==> config.mk <==
export PLATFORM = sky130hd
export DESIGN_NAME = mem_stage
export DESIGN_NICKNAME = d
export VERILOG_FILES = /design/src/rtl/mem_stage.sv
export SDC_FILE = /design/constraint.sdc
export NUM_CORES = 1
export LEC_CHECK = 0
export CAP_MARGIN = 20
export CORE_UTILIZATION = 29
export DETAILED_ROUTE_END_ITERATION = 10
export GPL_ROUTABILITY_DRIVEN = 0
export PLACE_DENSITY = 0.53
export RECOVER_POWER = 100
export SETUP_SLACK_MARGIN = 0.2
export SKIP_LAST_GASP = 1
export SYNTH_ARGS = -nofsm -noshare
export SYNTH_HDL_FRONTEND = slang
export SYNTH_SLANG_ARGS = --single-unit
export TNS_END_PERCENT = 1
==> constraint.sdc <==
create_clock -name clk -period 2.8 [get_ports clk]
set_clock_uncertainty 0.05 [all_clocks]
set_input_delay 0.42 -clock clk [delete_from_list [all_inputs] [get_ports clk]]
set_output_delay 0.42 -clock clk [all_outputs]
set_load 0.01 [all_outputs]
==> src/rtl/mem_stage.sv <==
// -----------------------------------------------------------------------------
// mem_stage
//   Memory-access pipeline stage. It takes one instruction from EX, waits for
//   the data-RAM response if EX issued a load, then aligns and extends the load
//   data. The completed instruction goes to WB over a valid/allow-in handshake.
//   A forwarding/hazard bus is also returned to ID.
//
// Ports
//   clk                in   clock, rising edge
//   rst_n              in   asynchronous active-low reset
//   es_to_ms_valid     in   EX holds a valid instruction
//   es_to_ms_bus       in   {res_from_mem, ld_op[2:0], req_issued, rf_we,
//                            dest[4:0], pc[31:0], alu_result[31:0]}
//   ms_allow_in        out  MEM accepts from EX this cycle
//   data_sram_data_ok  in   data-RAM response strobe
//   data_sram_rdata    in   data-RAM response data
//   ms_to_ws_valid     out  MEM presents a completed instruction
//   ms_to_ws_bus       out  {rf_we, dest[4:0], pc[31:0], final_result[31:0]}
//   ws_allow_in        in   WB accepts this cycle
//   ms_fwd_bus         out  {fwd_we, load_pending, dest[4:0], result[31:0]}
// -----------------------------------------------------------------------------
module mem_stage #(
    parameter int ES_TO_MS_WD = 75,
    parameter int MS_TO_WS_WD = 70
) (
    input  logic                   clk,
    input  logic                   rst_n,
    input  logic                   es_to_ms_valid,
    input  logic [ES_TO_MS_WD-1:0] es_to_ms_bus,
    output logic                   ms_allow_in,
    input  logic                   data_sram_data_ok,
    input  logic [31:0]            data_sram_rdata,
    output logic                   ms_to_ws_valid,
    output logic [MS_TO_WS_WD-1:0] ms_to_ws_bus,
    input  logic                   ws_allow_in,
    output logic [38:0]            ms_fwd_bus
);

    typedef enum logic [1:0] {
        ST_EMPTY = 2'b00,
        ST_WAIT  = 2'b01,
        ST_READY = 2'b10
    } state_t;

    // Aligns and extends a load word; unknown ld_op codes behave as ld.w.
    function automatic logic [31:0] f_load_align(
        input logic [2:0]  op,
        input logic [1:0]  a,
        input logic [31:0] d
    );
        logic [7:0]  v_byte;
        logic [15:0] v_half;
        logic [31:0] v_res;
        case (a)
            2'b00:   v_byte = d[7:0];
            2'b01:   v_byte = d[15:8];
            2'b10:   v_byte = d[23:16];
            2'b11:   v_byte = d[31:24];
            default: v_byte = d[7:0];
        endcase
        if (a[1]) begin
            v_half = d[31:16];
        end else begin
            v_half = d[15:0];
        end
        case (op)
            3'b001:  v_res = {{24{v_byte[7]}}, v_byte};
            3'b010:  v_res = {24'h00_0000, v_byte};
            3'b011:  v_res = {{16{v_half[15]}}, v_half};
            3'b100:  v_res = {16'h0000, v_half};
            default: v_res = d;
        endcase
        return v_res;
    endfunction

    state_t      r_state;
    state_t      w_state_nxt;
    // req_issued only steers the entry state, so it is not kept in the payload.
    logic [73:0] r_payload;
    logic [31:0] r_buf;

    logic        w_res_from_mem;
    logic [2:0]  w_ld_op;
    logic        w_rf_we;
    logic [4:0]  w_dest;
    logic [31:0] w_pc;
    logic [31:0] w_alu_result;
    logic        w_valid;
    logic        w_ready_go;
    logic        w_accept;
    logic        w_buf_load;
    logic [31:0] w_mem_word;
    logic [31:0] w_final_result;

    assign w_res_from_mem = r_payload[73];
    assign w_ld_op        = r_payload[72:70];
    assign w_rf_we        = r_payload[69];
    assign w_dest         = r_payload[68:64];
    assign w_pc           = r_payload[63:32];
    assign w_alu_result   = r_payload[31:0];

    assign w_valid     = (r_state != ST_EMPTY);
    assign ms_allow_in = !w_valid || (w_ready_go && ws_allow_in);
    assign w_accept    = es_to_ms_valid && ms_allow_in;
    // Response arrives while WB stalls: keep it, since rdata is only valid now.
    assign w_buf_load  = (r_state == ST_WAIT) && data_sram_data_ok && !ws_allow_in;

    // Ready-to-go and load-word source: live response in WAIT, buffer otherwise.
    always_comb begin
        w_ready_go = 1'b0;
        w_mem_word = r_buf;
        case (r_state)
            ST_WAIT: begin
                w_ready_go = data_sram_data_ok;
                w_mem_word = data_sram_rdata;
            end
            ST_READY: begin
                w_ready_go = 1'b1;
                w_mem_word = r_buf;
            end
            default: begin
                w_ready_go = 1'b0;
                w_mem_word = r_buf;
            end
        endcase
    end

    // Result selection between aligned load data and the ALU result.
    always_comb begin
        w_final_result = w_alu_result;
        if (w_res_from_mem) begin
            w_final_result = f_load_align(w_ld_op, w_alu_result[1:0], w_mem_word);
        end else begin
            w_final_result = w_alu_result;
        end
    end

    // Next-state logic: a hand-off slot refills from EX; a stalled response parks in READY.
    always_comb begin
        w_state_nxt = r_state;
        if (ms_allow_in) begin
            if (es_to_ms_valid) begin
                if (es_to_ms_bus[70]) begin
                    w_state_nxt = ST_WAIT;
                end else begin
                    w_state_nxt = ST_READY;
                end
            end else begin
                w_state_nxt = ST_EMPTY;
            end
        end else if (w_buf_load) begin
            w_state_nxt = ST_READY;
        end else begin
            w_state_nxt = r_state;
        end
    end

    // State register.
    always_ff @(posedge clk or negedge rst_n) begin
        if (!rst_n) begin
            r_state <= ST_EMPTY;
        end else begin
            r_state <= w_state_nxt;
        end
    end

    // Payload register, loaded on accept from EX.
    always_ff @(posedge clk or negedge rst_n) begin
        if (!rst_n) begin
            r_payload <= 74'd0;
        end else if (w_accept) begin
            r_payload <= {es_to_ms_bus[74:71], es_to_ms_bus[69:0]};
        end else begin
            r_payload <= r_payload;
        end
    end

    // Response buffer; written only from WAIT, so stray data_ok cannot corrupt it.
    always_ff @(posedge clk or negedge rst_n) begin
        if (!rst_n) begin
            r_buf <= 32'd0;
        end else if (w_buf_load) begin
            r_buf <= data_sram_rdata;
        end else begin
            r_buf <= r_buf;
        end
    end

    assign ms_to_ws_valid = w_valid && w_ready_go;
    assign ms_to_ws_bus   = {w_rf_we, w_dest, w_pc, w_final_result};
    assign ms_fwd_bus     = {w_valid && w_rf_we,
                             (r_state == ST_WAIT) && !data_sram_data_ok,
                             w_dest,
                             w_final_result};

endmodule

==> flow_summary.toml, run 1 <==
[synthesis]
synth-simple-area-share_pct = 6.45
synth-compound-area-share_pct = 9.11
synth-seq-area-share_pct = 43.2
synth.distinct_cells = 48
synth_top_family_by_area = "multiplexers"
synthMuxAreaShare_pct = 28.1
ys.warnings.count = 0
ys_ff_latch = 108
synthXorXnorAreaFrac_pct = 0.140
ys.flop_type = "dfrtp_1"
syn_inst = 526
syn_nets = 641
netlist_area_um2 = 6260
avgSynthCellArea_um2 = 11.9
synthAdderAreaFrac_pct = 0.599
synth-edff-count = 0
postSynth.asyncResetShare_pct = 100

[cells_and_area]
final_nets = 837
nFillCells = 2047
syn2layout_area_growth_pct = 43.5
drive_above_1_share_pct = 27.0
final_util_pct = 42.6
stdcell_area_um2 = 8990
fin_cells = 1003
regArea_um2 = 2700
multiInputGateArea_um2 = 2940

[run_status]
outcome = "finished with violations"
violations = "setup timing"

[critical_path]
crit_arrival_ns = 2.60
cp.required_ns = 2.33
critPathSlowestCell = "mux4_2"
cp-end-kind = "output pin"
crit_type = "reg -> out"
critPathLaunchType = "register"
path_max_fanout = 7
cp_slowest_stage_delay_ns = 0.54
path_cells = "inv_2 > ha_4 > buf_12 > mux4_2 > or4_4 > o2111ai_2 > o221ai_2 > buf_2"

[cts]
clock_sinks = 108
ctsHtreeMaxLevel = 3
cts.clk_slew.worst_paths_ns = 0.08
clockBufferDepth = 2
cts_made_buffers = 9
clk-insertion-delay-late_ns = 0.35
cts_tree = "done"
root_buffer = "clkbuf_16"
hold_buffers = 0

[route]
routed_via_density = 4.76
ant_nets = 0
detail_route.wl_per_cell_um = 18.2
drcViolationCount = 0
firstDrtPassIters = 4
drt_iter0_drc = 165
vias = 4777
wl_um = 18300

[place]
port_buffers = 222
dpl_worst_slack_ns = -0.429
placed_area_um2 = 8580
place_inst = 972
dp_hpwl_um = 13800

[floorplan]
core_um2 = 21100
die_area_um2 = 22200
ios = 223
rows = 53
die_y_um = 149
start_util_pct = 29.7
fp.dieW_um = 149

[grt]
grt_pass1_vias = 5117
grt_pass1_wl_um = 28200
antenna_found_initial = 2
grtUsageTotal_pct = 16.8
grt_max_degree = 63
gr-total-overflow = 0

[timing]
tns_ns = -11.33
finalHoldViolations = 0
finalCritPeriodShare_pct = 110
tightest_slew_ns = 1.40
period_minus_slack_ns = 3.07
timing.final.ws_setup_ns = -0.273
max_freq_mhz = 325
setup_viol = 64
rsz0062_at_grt = "yes"
fin_hold_ws_ns = 0.325
drv_slew = 0
relSlewSlack_pct = 6.89

[power_and_ir_drop]
power_density_nw_per_um2 = 1260
power_leakage_nw = 3.81
power.total_mw = 11.3
peakVddDrop_v = 0.000458

[run]
drv_cap = 0

[min_path]
holdCritPathClass = "in -> async"
## state kept, by name (all words and copies together) (netlist names)
register	flops
r_payload	74
r_buf	32
r_state	2
## synthesized netlist by cell type, types with 2 or more instances
cell type | n | area (um^2)
dfrtp_1 | 108 | 2700
buf_4 | 84 | 631
mux2_1 | 82 | 923
mux2_2 | 44 | 495
nor2_1 | 23 | 86.3
nor2b_1 | 21 | 131
o22a_1 | 17 | 149
mux2i_1 | 16 | 160
buf_2 | 14 | 70.1
a21oi_1 | 12 | 60.1
a221oi_1 | 10 | 87.6
a31oi_1 | 10 | 62.6
clkbuf_1 | 8 | 30.0
mux4_2 | 8 | 180
inv_1 | 6 | 22.5
nand2_1 | 6 | 22.5
o21ai_1 | 6 | 30.0
a22oi_1 | 5 | 37.5
and2_1 | 4 | 25.0
nand2b_1 | 4 | 25.0
nand3_1 | 4 | 20.0
ha_1 | 3 | 37.5
a211o_1 | 2 | 17.5
a21o_1 | 2 | 15.0
buf_6 | 2 | 22.5
nor3b_1 | 2 | 15.0
o22ai_1 | 2 | 12.5
## area by class of cell
| cell class | count | area share (%) |
|---|---|---|
| antenna | 2 | 0.0557 |
| tap | 275 | 3.83 |
| inverter | 7 | 0.292 |
| clock inverter | 6 | 0.821 |
| timing repair buffer | 293 | 29.7 |
| multi-input combinational | 303 | 32.7 |
| clock buffer | 9 | 2.51 |
| sequential | 108 | 30.1 |
## cell families after synthesis
| logic type | Yosys count |
|---|---|
| flip-flops | 108 |
| buffers and inverters | 115 |
| multiplexers | 150 |
| AND/OR/NAND/NOR | 73 |
| adder cells (fa/ha/maj) | 3 |
| AO/OA/AOI/OAI | 76 |
| XOR/XNOR | 1 |
## worst max-delay path: cells and delay by family (launching register included)
kind                     cells  cell delay, ns
flip-flops                   1            0.40
multiplexers                 1            0.54
buffers and inverters        3            0.38
adder cells (fa/ha/maj)      1            0.22
AO/OA/AOI/OAI                2            0.26
AND/OR/NAND/NOR              1            0.44
## timing repair
item	in CTS	in global routing
cloned	0	0
endpoints found under the setup margin	66	66
setup buffers	11	3
resized for setup	130	32
pin swaps	6	3
## routing by layer
| layer | wire length [um] | global-route usage (%) | up-vias |
|---|---|---|---|
| met5 | 0 | 0 | - |
| met3 | 1340 | 5.02 | 28 |
| li1 | - | - | 2219 |
| met1 | 7750 | 20.4 | 2371 |
| met2 | 8690 | 27.7 | 159 |
| met4 | 487 | 7.09 | 0 |
## path summary, 6_finish.rpt
check / start / to / slack, ns / depth (start not counted)
setup / recovery: r_state[1]$_DFFE_PN0P_ / ms_to_ws_bus[14] / -0.27 / 8
hold / removal: rst_n / r_payload[47]$_DFFE_PN0P_ / 0.33 / 1
setup reg to reg: r_state[1]$_DFFE_PN0P_ / r_payload[24]$_DFFE_PN0P_ / 0.35 / 10
hold reg to reg: r_payload[33]$_DFFE_PN0P_ / r_payload[33]$_DFFE_PN0P_ / 0.44 / 1
max in group asynchronous: rst_n / r_buf[12]$_DFFE_PN0P_ / 0.87 / 2
min in group clk: r_payload[33]$_DFFE_PN0P_ / r_payload[33]$_DFFE_PN0P_ / 0.44 / 1
## cells in the final DEF, fill, tap and decap left out, types with 4 or more instances in the layout
master and instances:
mux2_1 82, nand2b_1 4, buf_4 61, dlygate4sd2_1 24, dfrtp_1 108, mux2i_1 13, a221oi_2 5, o21ai_1 5
nor2b_1 21, clkbuf_16 9, clkdlybuf4s15_1 13, o22a_1 17, dlygate4sd3_1 43, a21oi_1 10, nand3_1 4, buf_2 4
mux2_2 43, a22oi_1 5, clkbuf_2 24, nand2_1 4, mux4_2 8, a31oi_2 4, clkdlybuf4s50_1 116, a221oi_1 4
buf_12 5, inv_1 5, a31oi_1 7, nor2_1 22
## power breakdown
part | switching (mW) | total (mW) | internal (mW) | leakage (nW)
sequential | 0.494 | 2.84 | 2.35 | 1.29
combinational | 3.42 | 7.18 | 3.76 | 2.38
clock | 0.613 | 1.31 | 0.701 | 0.146
No activity file was read; power rests on OpenSTA's default activity.
==> run 2: changes to the inputs <==
==> constraint.sdc (replaced) <==
create_clock -name clk -period 3.25 [get_ports clk]
set_clock_uncertainty 0.05 [all_clocks]
set_input_delay 0.4875 -clock clk [delete_from_list [all_inputs] [get_ports clk]]
set_output_delay 0.4875 -clock clk [all_outputs]
set_load 0.01 [all_outputs]
==> flow_summary.toml, run 2 (synthesis gave the netlist of run 1 again) <==
[timing]
finalCritPeriodShare_pct = 100
finalHoldViolations = 0
drv_slew = 41
max_freq_mhz = 307
relSlewSlack_pct = -53.8
tightest_slew_ns = 2.31
setup_viol = 2
rsz0062_at_grt = "yes"
timing.final.ws_setup_ns = -0.00405
period_minus_slack_ns = 3.25

[floorplan]
ios = 223
core_um2 = 21100
rows = 53
start_util_pct = 29.7
fp.dieW_um = 149
die_area_um2 = 22200
die_y_um = 149

[route]
firstDrtPassIters = 4
ant_nets = 0
wl_um = 18700
routed_via_density = 4.87
drcViolationCount = 0
vias = 4712
detail_route.wl_per_cell_um = 19.3
drt_iter0_drc = 178

[power_and_ir_drop]
p_int_mw = 5.75
switching_share_pct = 40.5
power_density_nw_per_um2 = 1090
switchingPower_mw = 3.91
peakVddDrop_v = 0.000444
seqPwrFrac_pct = 26.0
power_leakage_nw = 3.70
p_comb_share_pct = 62.7
clockPowerShare_pct = 11.3

[critical_path]
path_max_fanout = 7
crit_arrival_ns = 2.72
cp-end-kind = "output pin"
regToRegSetupSlack_ns = 0.15
crit_type = "reg -> out"
critPathLaunchType = "register"
cp.required_ns = 2.71

[grt]
grtUsageTotal_pct = 17.3
grt_pass1_vias = 4950
use_met1_pct = 21.8
top_usage_layer = "met2"
grt_util_met3_pct = 5.29
gr-total-overflow = 0
grt_max_degree = 75
met2_usage_pct = 28.7
antenna_found_initial = 0
grt_pass1_wl_um = 28900

[cells_and_area]
final_nets = 804
top_regs = "r_payload (74), r_buf (32), r_state (2)"
regArea_um2 = 2700
multiInputGateArea_um2 = 2940
top_register = "r_payload"
syn2layout_area_growth_pct = 40.9
fin_cells = 968
nFillCells = 2019
mostFrequentLayoutCell = "clkdlybuf4s50_1"
final_util_pct = 41.8
drive_above_1_share_pct = 18.6
largest_reg_flops = 74
layout_common_cells = "clkdlybuf4s50_1 (120), dfrtp_1 (107), mux2_1 (82)"
antenna_cells = 0

[place]
dp_hpwl_um = 13500
port_buffers = 222
place_inst = 942

[cts]
cts_tree = "done"
ctsHtreeMaxLevel = 3
cts.clk_slew.worst_paths_ns = 0.08
clock_sinks = 108
clockBufferDepth = 2
clk-insertion-delay-late_ns = 0.35
cts_made_buffers = 9
hold_buffers = 0
root_buffer = "clkbuf_16"

[run]
drv_cap = 1

[run_status]
outcome = "finished with violations"
violations = "capacitance limit, slew limit, setup timing"

[min_path]
holdCritPathClass = "reg -> reg"
-- run 2: cell types whose count changed in the layout (fill, tap and decap cells not counted), sizes merged, moves of 2 or more --
cell / before / now
dlygate4sd2: 24 / 50
buf: 72 / 32
dlygate4sd3: 43 / 47
dlymetal6s2s: 0 / 3
bufbuf: 0 / 2
clkinv: 3 / 0
clkinvlp: 0 / 2
clkbuf: 33 / 14
clkdlybuf4s15: 14 / 1
diode: 2 / 0
clkdlybuf4s50: 116 / 120
-- run 2: path summary, 6_finish.rpt --
path / startpoint / end / depth (start not counted)
min: r_payload[33]$_DFFE_PN0P_ / r_payload[33]$_DFFE_PN0P_ / 1
max in group asynchronous: rst_n / r_payload[32]$_DFFE_PN0P_ / 1
max: r_state[1]$_DFFE_PN0P_ / ms_fwd_bus[31] / 9
max reg2reg: r_state[1]$_DFFE_PN0P_ / r_payload[27]$_DFFE_PN0P_ / 9
min in group asynchronous: rst_n / r_payload[49]$_DFFE_PN0P_ / 1
min reg2reg: r_payload[33]$_DFFE_PN0P_ / r_payload[33]$_DFFE_PN0P_ / 1
-- run 2: critical path, cell delays in order (launching register included) --
cell and delay, ns:
dfrtp_1 0.40, inv_2 0.10, ha_4 0.19, buf_12 0.14
mux4_2 0.35, a31oi_4 0.24, a21bo_4 0.31, buf_4 0.15
o22a_1 0.18, dlygate4sd2_1 0.29
-- run 2: final cells by class --
cell class / instances / area share, %
multi-input cells: 304 / 33.3
flip-flops and latches: 108 / 30.6
repair buffers: 259 / 28.7
well taps: 275 / 3.90
clock buffers: 10 / 2.71
clock inverters: 5 / 0.496
inverters: 7 / 0.298
-- run 2: power by group through the flow --
| stage | registers, mW | clock network (mW) | logic (mW) |
|---|---|---|---|
| 6_report | 2.51 | 1.09 | 6.05 |
| 5_1_grt | 2.62 | 1.19 | 6.53 |
| 4_1_cts | 2.53 | 1.14 | 6.20 |
| 3_5_place_dp | 2.55 | 0 | 6.22 |
| 3_3_place_gp | 2.51 | 0 | 6.16 |
| 2_1_floorplan | 2.31 | 0 | 4.10 |
-- run 2: per-layer routing --
layer	share of wire, %	vias up
met4	1.7	0
met2	49	180
met3	7.9	19
met1	42	2361
met5	0	-
li1	-	2152
-- run 2: what timing repair did --
item	4_1_cts	5_1_grt
setup buffers	8	0
gates resized for setup	76	8
setup endpoints to repair	64	64
pin swaps	5	3
gates cloned	3	0
-- run 2: through the flow --
step	hold slack [ns]	worst slack (ns)	cell area, um^2	power, mW	setup TNS (ns)
3_3_place_gp	0.420	-0.0648	8320	8.67	-0.187
4_1_cts	0.0740	-0.0508	8820	9.87	-0.505
2_1_floorplan	0.142	0.566	6260	6.41	0
5_1_grt	0.449	-0.128	8820	10.3	-3.03
6_report	0.436	-0.00405	8820	9.65	-0.00508
3_5_place_dp	0.430	-0.0741	8320	8.77	-1.55
==> run 3: changes to the inputs <==
--- a/config.mk
+++ b/config.mk
@@ -6,10 +6,10 @@
 export NUM_CORES = 1
 export LEC_CHECK = 0
 export CAP_MARGIN = 20
-export CORE_UTILIZATION = 29
+export CORE_UTILIZATION = 35
 export DETAILED_ROUTE_END_ITERATION = 10
 export GPL_ROUTABILITY_DRIVEN = 0
-export PLACE_DENSITY = 0.53
+export PLACE_DENSITY = 0.62
 export RECOVER_POWER = 100
 export SETUP_SLACK_MARGIN = 0.2
 export SKIP_LAST_GASP = 1
==> flow_summary.toml, run 3 (synthesis gave the netlist of run 1 again) <==
[run_status]
outcome = "finished with violations"
violations = "capacitance limit, slew limit, setup timing"

[grt]
grt_pass1_wl_um = 26400
grtUsageTotal_pct = 19.1
antenna_found_initial = 2
gr-total-overflow = 0
grt_max_degree = 63
grt_pass1_vias = 4860

[run]
drv_cap = 2

[cells_and_area]
syn2layout_area_growth_pct = 39.2
layout_common_cells = "clkdlybuf4s50_1 (133), dfrtp_1 (107), mux2_1 (82)"
final_nets = 806
largest_reg_flops = 74
drive_above_1_share_pct = 18.5
top_register = "r_payload"
nFillCells = 1527
final_util_pct = 50.2
top_regs = "r_payload (74), r_buf (32), r_state (2)"
mostFrequentLayoutCell = "clkdlybuf4s50_1"
antenna_cells = 0
stdcell_area_um2 = 8720

[timing]
tightest_slew_ns = 1.79
finalHoldViolations = 0
timing.final.ws_setup_ns = -0.00259
period_minus_slack_ns = 3.25
finalCritPeriodShare_pct = 100
fin_hold_ws_ns = 0.432
relSlewSlack_pct = -19.7
drv_slew = 97
setup_viol = 2
max_freq_mhz = 307
rsz0062_at_grt = "yes"

[critical_path]
cp.required_ns = 2.71
worstRegToRegCells = 6
path_max_fanout = 8
critPathLaunchType = "register"
regToRegSetupSlack_ns = 0.14
r2r-end = "r_buf[21]$_DFFE_PN0P_"
rr_startpoint = "r_state[1]$_DFFE_PN0P_"
crit_arrival_ns = 2.72
crit_start = "r_state[1]$_DFFE_PN0P_"
crit_type = "reg -> out"
cp-end-kind = "output pin"

[power_and_ir_drop]
peakVddDrop_v = 0.000679
p_comb_share_pct = 62.6
power.total_mw = 9.62
power_leakage_nw = 3.66
p_int_mw = 5.86
seqPwrFrac_pct = 25.5
switchingPower_mw = 3.76
power_density_nw_per_um2 = 1100
clockPowerShare_pct = 11.9
switching_share_pct = 39.0

[cts]
clock_sinks = 108
clockBufferDepth = 2
hold_buffers = 0
cts_made_buffers = 9
cts_tree = "done"
ctsHtreeMaxLevel = 3
cts.clk_slew.worst_paths_ns = 0.07
clk-insertion-delay-late_ns = 0.36
root_buffer = "clkbuf_16"

[floorplan]
core_um2 = 17400
die_y_um = 136
rows = 48
die_area_um2 = 18400
start_util_pct = 36.1
fp.dieW_um = 136
ios = 223

[route]
detail_route.wl_per_cell_um = 18.4
vias = 4649
drt_iter0_drc = 155
wl_um = 16900
firstDrtPassIters = 4
routed_via_density = 5.05
drcViolationCount = 0
ant_nets = 0

[min_path]
worstHoldStart = "r_payload[9]$_DFFE_PN0P_"
whs_endpoint = "r_payload[9]$_DFFE_PN0P_"
holdCritPathClass = "reg -> reg"
worstHoldPathCells = 1

[place]
dp_hpwl_um = 12600
port_buffers = 222
placed_area_um2 = 8260
## run 3: changes by cell type in the layout (fill, tap and decap cells not counted), sizes merged, moves of 2 or more
cell and delta:
clkdlybuf4s50 +13, dlygate4sd2 -11, clkbuf +4, inv -4, clkinv +3, buf +2
bufbuf -2, dlymetal6s2s -2
## run 3: power by group through the flow
stage / Clock [mW] / Sequential, mW / Combinational, mW
detailed placement: 0 / 2.48 / 6.20
floorplan: 0 / 2.31 / 4.10
global placement: 0 / 2.44 / 6.12
global route: 1.22 / 2.55 / 6.52
CTS: 1.18 / 2.47 / 6.23
finish: 1.15 / 2.45 / 6.02
## run 3: layout make-up
type	instances	area, um^2	share of cell area (%)
clock buffers	12	256	2.94
flip-flops and latches	108	2700	31.0
well taps	225	282	3.23
inverters	7	26.3	0.301
clock inverters	4	47.5	0.545
repair buffers	261	2480	28.4
multi-input cells	304	2920	33.5
## run 3: how the worst max path moves through the flow
| stage | slack (ns) | end |
|---|---|---|
| after detailed placement | -0.09 | ms_to_ws_bus[11] |
| final | -0.003 | ms_to_ws_bus[8] |
| after CTS | 0.02 | ms_to_ws_bus[0] |
| after global routing | -0.11 | ms_to_ws_bus[10] |
| after global placement | -0.09 | ms_fwd_bus[11] |
| after floorplan | 0.57 | ms_to_ws_bus[14] |
## run 3: repair_timing
item | in CTS | in global routing
cloned | 1 | 0
pin swaps | 5 | 0
resized for setup | 71 | 1
endpoints found under the setup margin | 64 | 64
buffers inserted | 10 | 0
## run 3: critical path, cell delays in order, from the launching register on
cell and delay [ns]:
dfrtp_1 0.37, inv_2 0.07, ha_4 0.18, buf_4 0.17, and2b_1 0.20, a221oi_4 0.29, buf_4 0.17, nand2_4 0.10
o21ai_2 0.23, clkdlybuf4s50_1 0.57
## run 3: layer usage
layer / vias up / global-route usage, % / share of wire [%]
met3: 28 / 5.46 / 7.6
met1: 2293 / 23.1 / 41
met2: 169 / 31.2 / 48
met5: - / 0 / 0.065
met4: 2 / 8.99 / 2.8
li1: 2157 / - / -
## run 3: stage by stage
stage,setup TNS [ns],setup slack [ns],cells
after floorplan,0,0.566,526
after global placement,-2.52,-0.0894,894
after detailed placement,-2.89,-0.0923,894
after CTS,0,0.0160,921
after global routing,-2.49,-0.109,921
final,-0.00478,-0.00259,921
